$ cat config.mk
export PLATFORM = sky130hd
export DESIGN_NAME = status_leds_pwm_multi
export DESIGN_NICKNAME = d
export VERILOG_FILES = /design/src/rtl/status_leds_pwm_multi.sv
export SDC_FILE = /design/constraint.sdc
export NUM_CORES = 1
export LEC_CHECK = 0
export CAP_MARGIN = 20
export CORE_ASPECT_RATIO = 1.4
export CORE_MARGIN = 10
export CORE_UTILIZATION = 40
export CTS_CLUSTER_DIAMETER = 30
export DETAILED_ROUTE_END_ITERATION = 8
export PLACE_DENSITY_LB_ADDON = 0.1
export SYNTH_ARGS = -nofsm -noshare
export SYNTH_HDL_FRONTEND = slang
export SYNTH_SLANG_ARGS = --single-unit
export TNS_END_PERCENT = 20
$ cat constraint.sdc
create_clock -name clk -period 3.2 [get_ports clk]
set_input_delay 0.64 -clock clk [delete_from_list [all_inputs] [get_ports clk]]
set_output_delay 0.64 -clock clk [all_outputs]
set_load 0.01 [all_outputs]
$ cat src/rtl/status_leds_pwm_multi.sv
// rtl/status_leds_pwm_multi.sv - multi-channel status LED PWM driver with level and activity/fade modes
// Shared prescaler/PWM/decay timebase; per-channel envelope, period-latched duty and registered compare.

module status_leds_pwm_multi #(
   parameter int CHANNELS    = 4,
   parameter int BRIGHT_BITS = 6,
   parameter int PRESCALE    = 256,
   parameter int DECAY_DIV   = 4
) (
   input  logic                            clk,
   input  logic                            reset_n,
   input  logic [CHANNELS*BRIGHT_BITS-1:0] level,
   input  logic [CHANNELS-1:0]             activity,
   input  logic [CHANNELS-1:0]             mode,
   output logic [CHANNELS-1:0]             leds_out,
   output logic                            pwm_sync
);

   localparam int PS_W = (PRESCALE  > 1) ? $clog2(PRESCALE)  : 1;
   localparam int DD_W = (DECAY_DIV > 1) ? $clog2(DECAY_DIV) : 1;
   localparam logic [PS_W-1:0]        PS_LAST = PS_W'(PRESCALE - 1);
   localparam logic [DD_W-1:0]        DD_LAST = DD_W'(DECAY_DIV - 1);
   localparam logic [BRIGHT_BITS-1:0] B_ONES  = '1;

   logic [PS_W-1:0]        r_presc;
   logic [BRIGHT_BITS-1:0] r_pwm_cnt;
   logic [DD_W-1:0]        r_decay;
   logic                   w_step;
   logic                   w_period_start;
   logic                   w_decay_tick;
   logic [CHANNELS-1:0]    w_led_nxt;

   assign w_step         = (r_presc == PS_LAST);
   assign w_period_start = w_step && (r_pwm_cnt == B_ONES);
   assign w_decay_tick   = w_period_start && (r_decay == DD_LAST);

   always_ff @(posedge clk) begin
      if (!reset_n) begin
         r_presc <= '0;
      end else if (w_step) begin
         r_presc <= '0;
      end else begin
         r_presc <= r_presc + 1'b1;
      end
   end

   always_ff @(posedge clk) begin
      if (!reset_n) begin
         r_pwm_cnt <= '0;
      end else if (w_step) begin
         r_pwm_cnt <= r_pwm_cnt + 1'b1;
      end
   end

   always_ff @(posedge clk) begin
      if (!reset_n) begin
         r_decay <= '0;
      end else if (w_period_start) begin
         if (w_decay_tick) begin
            r_decay <= '0;
         end else begin
            r_decay <= r_decay + 1'b1;
         end
      end
   end

   always_ff @(posedge clk) begin
      if (!reset_n) begin
         pwm_sync <= 1'b0;
      end else begin
         pwm_sync <= w_period_start;
      end
   end

   for (genvar i = 0; i < CHANNELS; i++) begin : g_ch
      logic [BRIGHT_BITS-1:0] r_env;
      logic [BRIGHT_BITS-1:0] r_duty;

      // Activity overrides a coincident decay step; duty latches the pre-decrement envelope.
      always_ff @(posedge clk) begin
         if (!reset_n) begin
            r_env <= '0;
         end else if (activity[i]) begin
            r_env <= B_ONES;
         end else if (w_decay_tick && (r_env != '0)) begin
            r_env <= r_env - 1'b1;
         end
      end

      always_ff @(posedge clk) begin
         if (!reset_n) begin
            r_duty <= '0;
         end else if (w_period_start) begin
            r_duty <= mode[i] ? r_env : level[i*BRIGHT_BITS +: BRIGHT_BITS];
         end
      end

      assign w_led_nxt[i] = (r_duty == B_ONES) || (r_pwm_cnt < r_duty);
   end

   always_ff @(posedge clk) begin
      if (!reset_n) begin
         leds_out <= '0;
      end else begin
         leds_out <= w_led_nxt;
      end
   end

endmodule
[After elaboration in Yosys (flattened, before gate mapping)]
Cells that the tools add are included.
Operators by class
  $add $sub $neg: 7
  multiply operators: 0
  div/mod/pow operators: 0
  order comparisons: 4
  equal/unequal tests: 7
  shift operators: 0
  multiplexer cells: 13
  bitwise operators: 1
  reductions and logical operators: 19
Operators with widths (number)
  2-to-1 mux 6 bit: 12
  equality test 6 bit, second input constant: 5
  < comparator 6 bit: 4
  nonzero test 6 bit: 4
  subtractor 6 x 1 -> 6 bit, second input constant: 4
  adder 8 x 1 -> 8 bit, second input constant: 1
  equality test 8 bit, second input constant: 1
  nonzero test 2 bit: 4
  adder 6 x 1 -> 6 bit, second input constant: 1
  logical AND 1 bit: 6
  logical OR 1 bit: 4
  adder 2 x 1 -> 2 bit, second input constant: 1
  equality test 2 bit, second input constant: 1
  2-to-1 mux 2 bit: 1
  OR reduction 2 bit: 1
  NOT 1 bit: 1
Word-level totals
  register bits: 69
  latch bits: 0
  memory bits (writable): 0
  ROM bits: 0
  input bits: 34
  output and inout bits: 5
  logic and storage cells: 64
  memories kept: 0

[Longest topological paths before layout]
Gate-level depths: netlist of run 1.
  depth after elaboration: 6
  gate-level depth with buffers: 7
  depth with buffers taken out: 7

[Least setup slack after synthesis of run 1]
No wires, ideal clock.
  kind: register -> register
  start: reg r_pwm_cnt[1]
  end: reg g_ch[0].r_env[4]
  setup time: 0.120 ns
  data arrival time: 1.626 ns
  data required time: 3.080 ns
  path slack: 1.454 ns
  stages on the path, launching flop included: 7
  buffers on the path: 0
  clock period less this slack: 1.746 ns
  path through: dfxtp_1 > ha_1 > nand3_1 > nor2_2 > nand4_1 > o31a_1 > o31a_1
Between the ends
  longest elaborated chain between the ends: 5
RTL lines
  start: declaration: line 26  | logic [BRIGHT_BITS-1:0] r_pwm_cnt;
  start signal: assignment: line 51  | r_pwm_cnt <= r_pwm_cnt + 1'b1;
  equality test 6 bit: line 34  | assign w_period_start = w_step && (r_pwm_cnt == B_ONES);
  logical AND 1 bit: line 34
  logical AND 1 bit: line 35  | assign w_decay_tick = w_period_start && (r_decay == DD_LAST);
  logical AND 1 bit: line 85  | end else if (w_decay_tick && (r_env != '0)) begin
  nonzero test 2 bit (no source line)
  end signal: assignment: line 86  | r_env <= r_env - 1'b1;
  end: declaration: line 76  | logic [BRIGHT_BITS-1:0] r_env;
No other way between the ends.
A chain may end at the register's enable or synchronous reset.

[Worst setup path after layout of run 1]
Same ends and word-level chain as after synthesis.

==> results of run 1 <==
worst min-delay path by stage:
stage | startpoint | to | slack (ns) | cells after the start
5_1_grt | r_presc[0] | r_presc[0] | 0.50 | 1
3_5_place_dp | r_presc[0] | r_presc[0] | 0.46 | 1
3_3_place_gp | r_presc[0] | r_presc[0] | 0.46 | 1
6_report | r_presc[0] | r_presc[0] | 0.47 | 1
4_1_cts | r_presc[0] | r_presc[0] | 0.48 | 1
2_1_floorplan | r_presc[0] | r_presc[0] | 0.44 | 1
sequential cells by signal (all words and copies together), names as in the netlist:
name         flops
r_pwm_cnt        6
g_ch.r_duty     24
r_decay          2
leds_out         4
g_ch.r_env      24
pwm_sync         1
r_presc          8
routing by layer:
layer	vias to the layer above	share of wire (%)	track usage, %
li1	1541	-	-
met1	1397	46	15.2
met2	28	49	21.1
met3	9	2.3	2.15
met4	0	1.7	6.21
met5	-	0	0
cell families (layout without fill, tap and decap cells):
| group | count (synthesis) | after routing | synth area share [%] |
|---|---|---|---|
| buffers and inverters | 49 | 86 | 5.47 |
| AO/OA/AOI/OAI | 80 | 80 | 16.3 |
| multiplexers | 30 | 30 | 7.87 |
| XOR/XNOR | 24 | 24 | 5.51 |
| flip-flops | 69 | 69 | 36.2 |
| AND/OR/NAND/NOR | 130 | 130 | 18.6 |
| adder cells (fa/ha/maj) | 31 | 31 | 10.2 |
synthesized netlist by cell type (all sizes together):
master / count
o21ai: 9
nand2: 40
nor3b: 2
xnor2: 22
clkbuf: 8
mux2i: 30
nor3: 10
a21boi: 2
o31ai: 2
dfxtp: 69
a21o: 4
a21oi: 7
nor4: 2
and2: 9
a31oi: 6
nor2: 8
nand4: 19
and4: 2
nand2b: 4
nand3: 17
and3: 6
ha: 31
nor2b: 2
xor2: 2
nand3b: 8
o21a: 20
inv: 28
buf: 13
or3: 1
o31a: 4
a41oi: 2
o211a: 24
where the power goes:
part           switching (mW)  internal, mW  total [mW]
Sequential             0.0289         0.885       0.914
Combinational          0.0748        0.0961       0.171
Clock                   0.333         0.598       0.931
placed cells by master (no fill, tap or decap), types with 2 or more instances in the layout:
cell	synthesis	layout
dfxtp_1	69	69
nand2_1	40	40
clkdlybuf4s50_1	0	37
ha_1	31	31
mux2i_1	30	30
inv_1	28	28
o211a_1	24	24
xnor2_1	22	22
o21a_1	20	20
nand4_1	18	18
nand3_1	17	17
and2_1	9	9
nor3_1	9	9
o21ai_0	9	9
clkbuf_16	0	9
nand3b_1	8	8
nor2_1	7	7
a21oi_1	7	7
and3_1	6	6
a31oi_1	6	6
buf_4	3	5
o31a_1	4	4
nand2b_1	4	4
a21o_1	4	4
clkbuf_8	0	4
a21boi_0	2	2
nor2b_1	2	2
nor4_1	2	2
o31ai_1	2	2
nor3b_1	2	2
a41oi_1	2	2
xor2_1	2	2
layout make-up:
| type | instances | area [sq um] | share of cell area (%) |
|---|---|---|---|
| Multi-Input combinational cell | 295 | 2230 | 48.7 |
| Sequential cell | 69 | 1380 | 30.2 |
| Timing Repair Buffer | 44 | 433 | 9.47 |
| Clock buffer | 13 | 280 | 6.13 |
| Tap cell | 110 | 138 | 3.01 |
| Inverter | 28 | 105 | 2.30 |
| Clock inverter | 1 | 5.00 | 0.110 |
stage by stage:
| stage | instance area (sq um) | hold slack (ns) |
|---|---|---|
| after CTS | 4570 | 0.476 |
| after detailed placement | 4280 | 0.464 |
| after global routing | 4570 | 0.505 |
| after floorplan | 3820 | 0.441 |
| final | 4570 | 0.472 |
| after global placement | 4280 | 0.455 |
worst max-delay path: stages (launching register included):
cell and delay (ns):
dfxtp_1 0.45, ha_1 0.27, nand3_1 0.14, nor2_2 0.39, buf_4 0.25, nand4_1 0.15
o31a_1 0.27, o31a_1 0.23
==> results by group, run 1 <==
Floorplanning
  • Die ar.: between 10000 and 15000 sq um
  • Die Y: 136 um
  • I/O pins: 39
  • Initial core utilization: 40.6%
  • Core area: 9410 sq um
  • Die width: just over 100 um
  • Rows: 42

Critical path
  • CP Launch Type: flip-flop
  • R2R Setup Slk: 0.94 ns
  • Crit path launch: r_pwm_cnt[1]
  • WP data required: 3.42 ns
  • RR Startpoint: r_pwm_cnt[1]
  • Crit path capture type: flip-flop
  • Max Fanout on Critical Path: 11
  • CP Class: reg2reg
  • Worst r2r dst: g_ch[0].r_env[4]
  • R2r worst-path depth: 7
  • WP data arrival: 2.48 ns
  • Worst Setup EP: g_ch[0].r_env[4]

Clocking
  • Maximum root-to-sink buffer count: 2
  • CTS sink count: 69
  • Post-CTS sizing: 0
  • Clock Latency Late Sink: 0.33 ns
  • CTS Root Buffer Type: clkbuf_16
  • CTS tree: done
  • Hold buffers post-CTS: 0
  • CTS HTree Levels: 3
  • Post-CTS setup buffer count: 0
  • Clock Pin Slew Worst Setup and Hold Paths: 0.05 ns
  • Num CTS Buffers: 9

Placement
  • Hpwl dp: 6.31 mm
  • GP Congestion: 0.811
  • Placed insts: roughly 550
  • IO Port Bufs: 38
  • Post-Place Worst Slack: 0.955 ns

Finish
  • Layout overhead on the synthesized area: 19.7%
  • FILL cells: around 880
  • Layout cells sized above 1: 5.56%
  • Final Net Count: 512
  • Layout Utilization: 48.6%
  • ANT cells: 0
  • Post-Layout Cell Count: 560

Drt
  • Drt first pass iters: 4
  • Antenna viol nets, final: 0
  • WL/cell: between 10 and 15 um
  • Remaining DRCs: 0
  • DR vias/cell: roughly 5.3
  • DR vias: around 3000
  • Aggregate routed wire length: around 8.3 mm
  • Initial DRC Count: 106

Timing
  • Peak Freq: 442 MHz
  • Unrepaired setup endpoints after global routing: no
  • Setup violations, final: 0
  • Setup ws final: 0.937 ns
  • Final Skew: 0.00599 ns
  • Worst-Margin Slew: 0.668 ns
  • Pins Over Slew Limit: 0
  • Endpoints failing hold: 0
  • Sum of negative setup slack: 0 ns
  • Post-layout min period: 2.26 ns
  • Slew headroom: 55.3%
  • Final period utilization: 70.7%

Global routing
  • Pin count of the biggest net entering global routing: 38
  • Grt total ovfl: 0
  • Initial antenna violation count: 0
  • First-pass GRT wire length: about 14 mm
  • Vias in the first global route: 3009
  • Total GRT Usage: 12.7%

Power
  • Power Total: roughly 2.0 mW
  • VDD IR max: 0.269 mV
  • P per Cell Area: between 400 and 500 nW/um^2
  • Leakage dissipation: slightly above 2 nW

Synth
  • Leading area contributor after synthesis: dfxtp_1
  • Synthesized flop and latch total: between 60 and 70
  • Synth Net Count: about 480
  • Register area share after synthesis: 36.2%
  • Top post-synthesis cells by area: dfxtp_1 (36%), ha_1 (10%), mux2i_1 (7.9%), o211a_1 (6.3%), xnor2_1 (5.0%)
  • Synth Area per Inst: 9.24 sq um
  • YS warnings: 0
  • Yosys cell types: 39
  • Mapped Area: 3820 sq um
  • Mapped Cells: 413
  • Yosys top cell area share: 36.2%

Job
  • Max-Cap Viols: 0

Min path
  • HP Class: reg2reg

Status
  • Status: finished clean
Note: power is estimated with default switching activity, not from simulation.
==> run 2, diff against run 1 <==
Clock period 3.2 ns to 2.2 ns, I/O delays scaled along.
==> run 2 against run 1 <==
Against the previous run:
- total power grew 61%
- sequential power grew 46%
- register-to-register slack lost 0.66 ns
- core utilization grew 1.5 points
- via count grew 3.6%
- die area is the same
- largest power group unchanged
- clock power grew 79%
- combinational power grew 47%
- clock skew shrank 0.0019 ns
- critical path type unchanged
- maximum frequency grew 18%
- clock-buffer cell count shrank 1
==> results by group, run 2 (synthesized netlist as in run 1, its figures left out) <==
Timing
  • Slew headroom: about 73%
  • Post-layout min period: 1.92 ns
  • Worst-Margin Slew: a little over 0.4 ns
  • Setup violations, final: 0
  • Endpoints failing hold: 0
  • Sum of negative setup slack: 0 ns
  • Peak Freq: approximately 520 MHz
  • Unrepaired setup endpoints after global routing: no
  • Pins Over Slew Limit: 0
  • Setup ws final: around 0.28 ns
  • Final Skew: around 0.004 ns
  • Final period utilization: approximately 87%

Finish
  • Final Net Count: between 500 and 600
  • Most common cell after layout, fill and taps aside: dfxtp_1
  • Layout cells sized above 1: under 10%
  • Top flop regs: g_ch.r_duty (24), g_ch.r_env (24), r_presc (8)
  • Post-Layout Cell Count: around 580
  • Post-route cell area: about 4700 sq um
  • ANT cells: 0
  • Commonest cells after routing, fill and taps aside: dfxtp_1 (69), nand2_1 (40), clkdlybuf4s50_1 (37), ha_1 (31), mux2i_1 (30)
  • Layout Utilization: 50.1%
  • Layout overhead on the synthesized area: 23.4%
  • FILL cells: 866

Global routing
  • Total GRT Usage: between 10% and 20%
  • First-pass GRT wire length: 14.5 mm
  • Pin count of the biggest net entering global routing: 38
  • Initial antenna violation count: 0
  • Grt total ovfl: 0
  • Vias in the first global route: 3092

Clocking
  • Post-CTS sizing: 0
  • Maximum root-to-sink buffer count: 2
  • Hold buffers post-CTS: 0
  • CTS HTree Levels: 3
  • CTS sink count: 69
  • CTS tree: done
  • Clock Pin Slew Worst Setup and Hold Paths: 0.05 ns
  • Clock Latency Late Sink: 0.33 ns
  • Post-CTS setup buffer count: 0
  • Num CTS Buffers: 9
  • CTS Root Buffer Type: clkbuf_16

Drt
  • Remaining DRCs: 0
  • WL/cell: 15.1 um
  • Aggregate routed wire length: 8.68 mm
  • Initial DRC Count: 150
  • Antenna viol nets, final: 0
  • Drt first pass iters: 4
  • DR vias: 3082
  • DR vias/cell: 5.36

Critical path
  • Worst r2r dst: g_ch[2].r_env[0]
  • CP Launch Type: flip-flop
  • CP Class: reg2reg
  • Crit path capture type: flip-flop
  • Max Fanout on Critical Path: 15
  • Worst path max stage delay: approximately 0.4 ns
  • R2r worst-path depth: 6
  • Cells along the critical path: and4_4 > and4_1 > buf_4 > nand3_1 > xnor2_1 > o21a_1
  • Slowest CP cell: dfxtp_1
  • RR Startpoint: r_presc[2]
  • WP data required: 2.43 ns
  • R2R Setup Slk: 0.28 ns
  • WP data arrival: 2.15 ns

Min path
  • Hold Crit Endpoint: r_presc[0]
  • Worst hold path depth: 1
  • HP Class: reg2reg
  • Worst Min Path Start: r_presc[0]

Placement
  • Post-Place Worst Slack: 0.267 ns
  • Placed insts: 559
  • IO Port Bufs: 38
  • Hpwl dp: approximately 6.6 mm
  • GP Congestion: 0.762
  • Area after DPL: ~4400 sq um

Job
  • Max-Cap Viols: 0

Floorplanning
  • Initial core utilization: between 40% and 50%
  • Die Y: approximately 140 um
  • I/O pins: 39
  • Rows: 42
  • Die width: 103 um
  • Core area: 9410 sq um
  • Die ar.: 13900 sq um

Status
  • Status: finished clean

Power
  • P per Cell Area: approximately 700 nW/um^2
  • VDD IR max: about 0.43 mV
  • Leakage dissipation: 2.16 nW
## run 2: cell types whose count changed in the layout (fill, tap and decap cells not counted), sizes merged
cell	change
bufinv	+3
clkbuf	-1
buf	+13
## run 2: final cells by class
cell class | instances | area [sq um] | share of cell area (%)
inverters | 28 | 105 | 2.23
clock inverters | 4 | 95.1 | 2.02
clock buffers | 12 | 246 | 5.23
multi-input cells | 295 | 2230 | 47.3
flip-flops and latches | 69 | 1380 | 29.3
well taps | 110 | 138 | 2.92
repair buffers | 57 | 518 | 11.0
## run 2: worst max-delay path by stage
stage                 start               end  slack (ns)  cells past startpoint
6_report         r_presc[2]  g_ch[2].r_env[0]        0.28                      6
5_1_grt          r_presc[2]  g_ch[2].r_env[0]        0.13                      6
4_1_cts          r_presc[2]  g_ch[2].r_env[0]        0.25                      6
3_5_place_dp     r_presc[2]  g_ch[2].r_env[0]        0.27                      6
3_3_place_gp     r_presc[2]  g_ch[3].r_env[0]        0.31                      6
2_1_floorplan  r_pwm_cnt[1]  g_ch[0].r_env[4]        0.45                      6
## run 2: per-layer routing
| layer | vias to the layer above | global-route usage (%) | wire [um] | part of all wire [%] |
|---|---|---|---|---|
| li1 | 1575 | - | - | - |
| met1 | 1453 | 15.2 | 3790 | 44 |
| met2 | 39 | 22.5 | 4480 | 52 |
| met3 | 15 | 2.76 | 231 | 2.7 |
| met4 | 0 | 6.21 | 179 | 2.1 |
| met5 | - | 0 | 0 | 0 |
## run 2: worst max-delay path: cells and delay by family, from the launching register on
family,cells,cell delay [ns]
compound gates,1,0.16
xor+xnor,1,0.16
buf+inv,1,0.27
flops,1,0.40
simple gates,3,0.82
## run 2: through the flow
| step | total power, mW | hold WS (ns) |
|---|---|---|
| 2_1_floorplan | 1.50 | 0.441 |
| 3_3_place_gp | 1.61 | 0.481 |
| 3_5_place_dp | 1.61 | 0.491 |
| 4_1_cts | 3.29 | 0.504 |
| 5_1_grt | 3.37 | 0.533 |
| 6_report | 3.25 | 0.495 |
## run 2: report_power, final
| part | internal (mW) | switching (mW) | leakage, nW |
|---|---|---|---|
| clock network | 1.14 | 0.530 | 0.167 |
| logic | 0.144 | 0.108 | 1.43 |
| registers | 1.29 | 0.0420 | 0.564 |
| total | 2.57 | 0.680 | 2.16 |
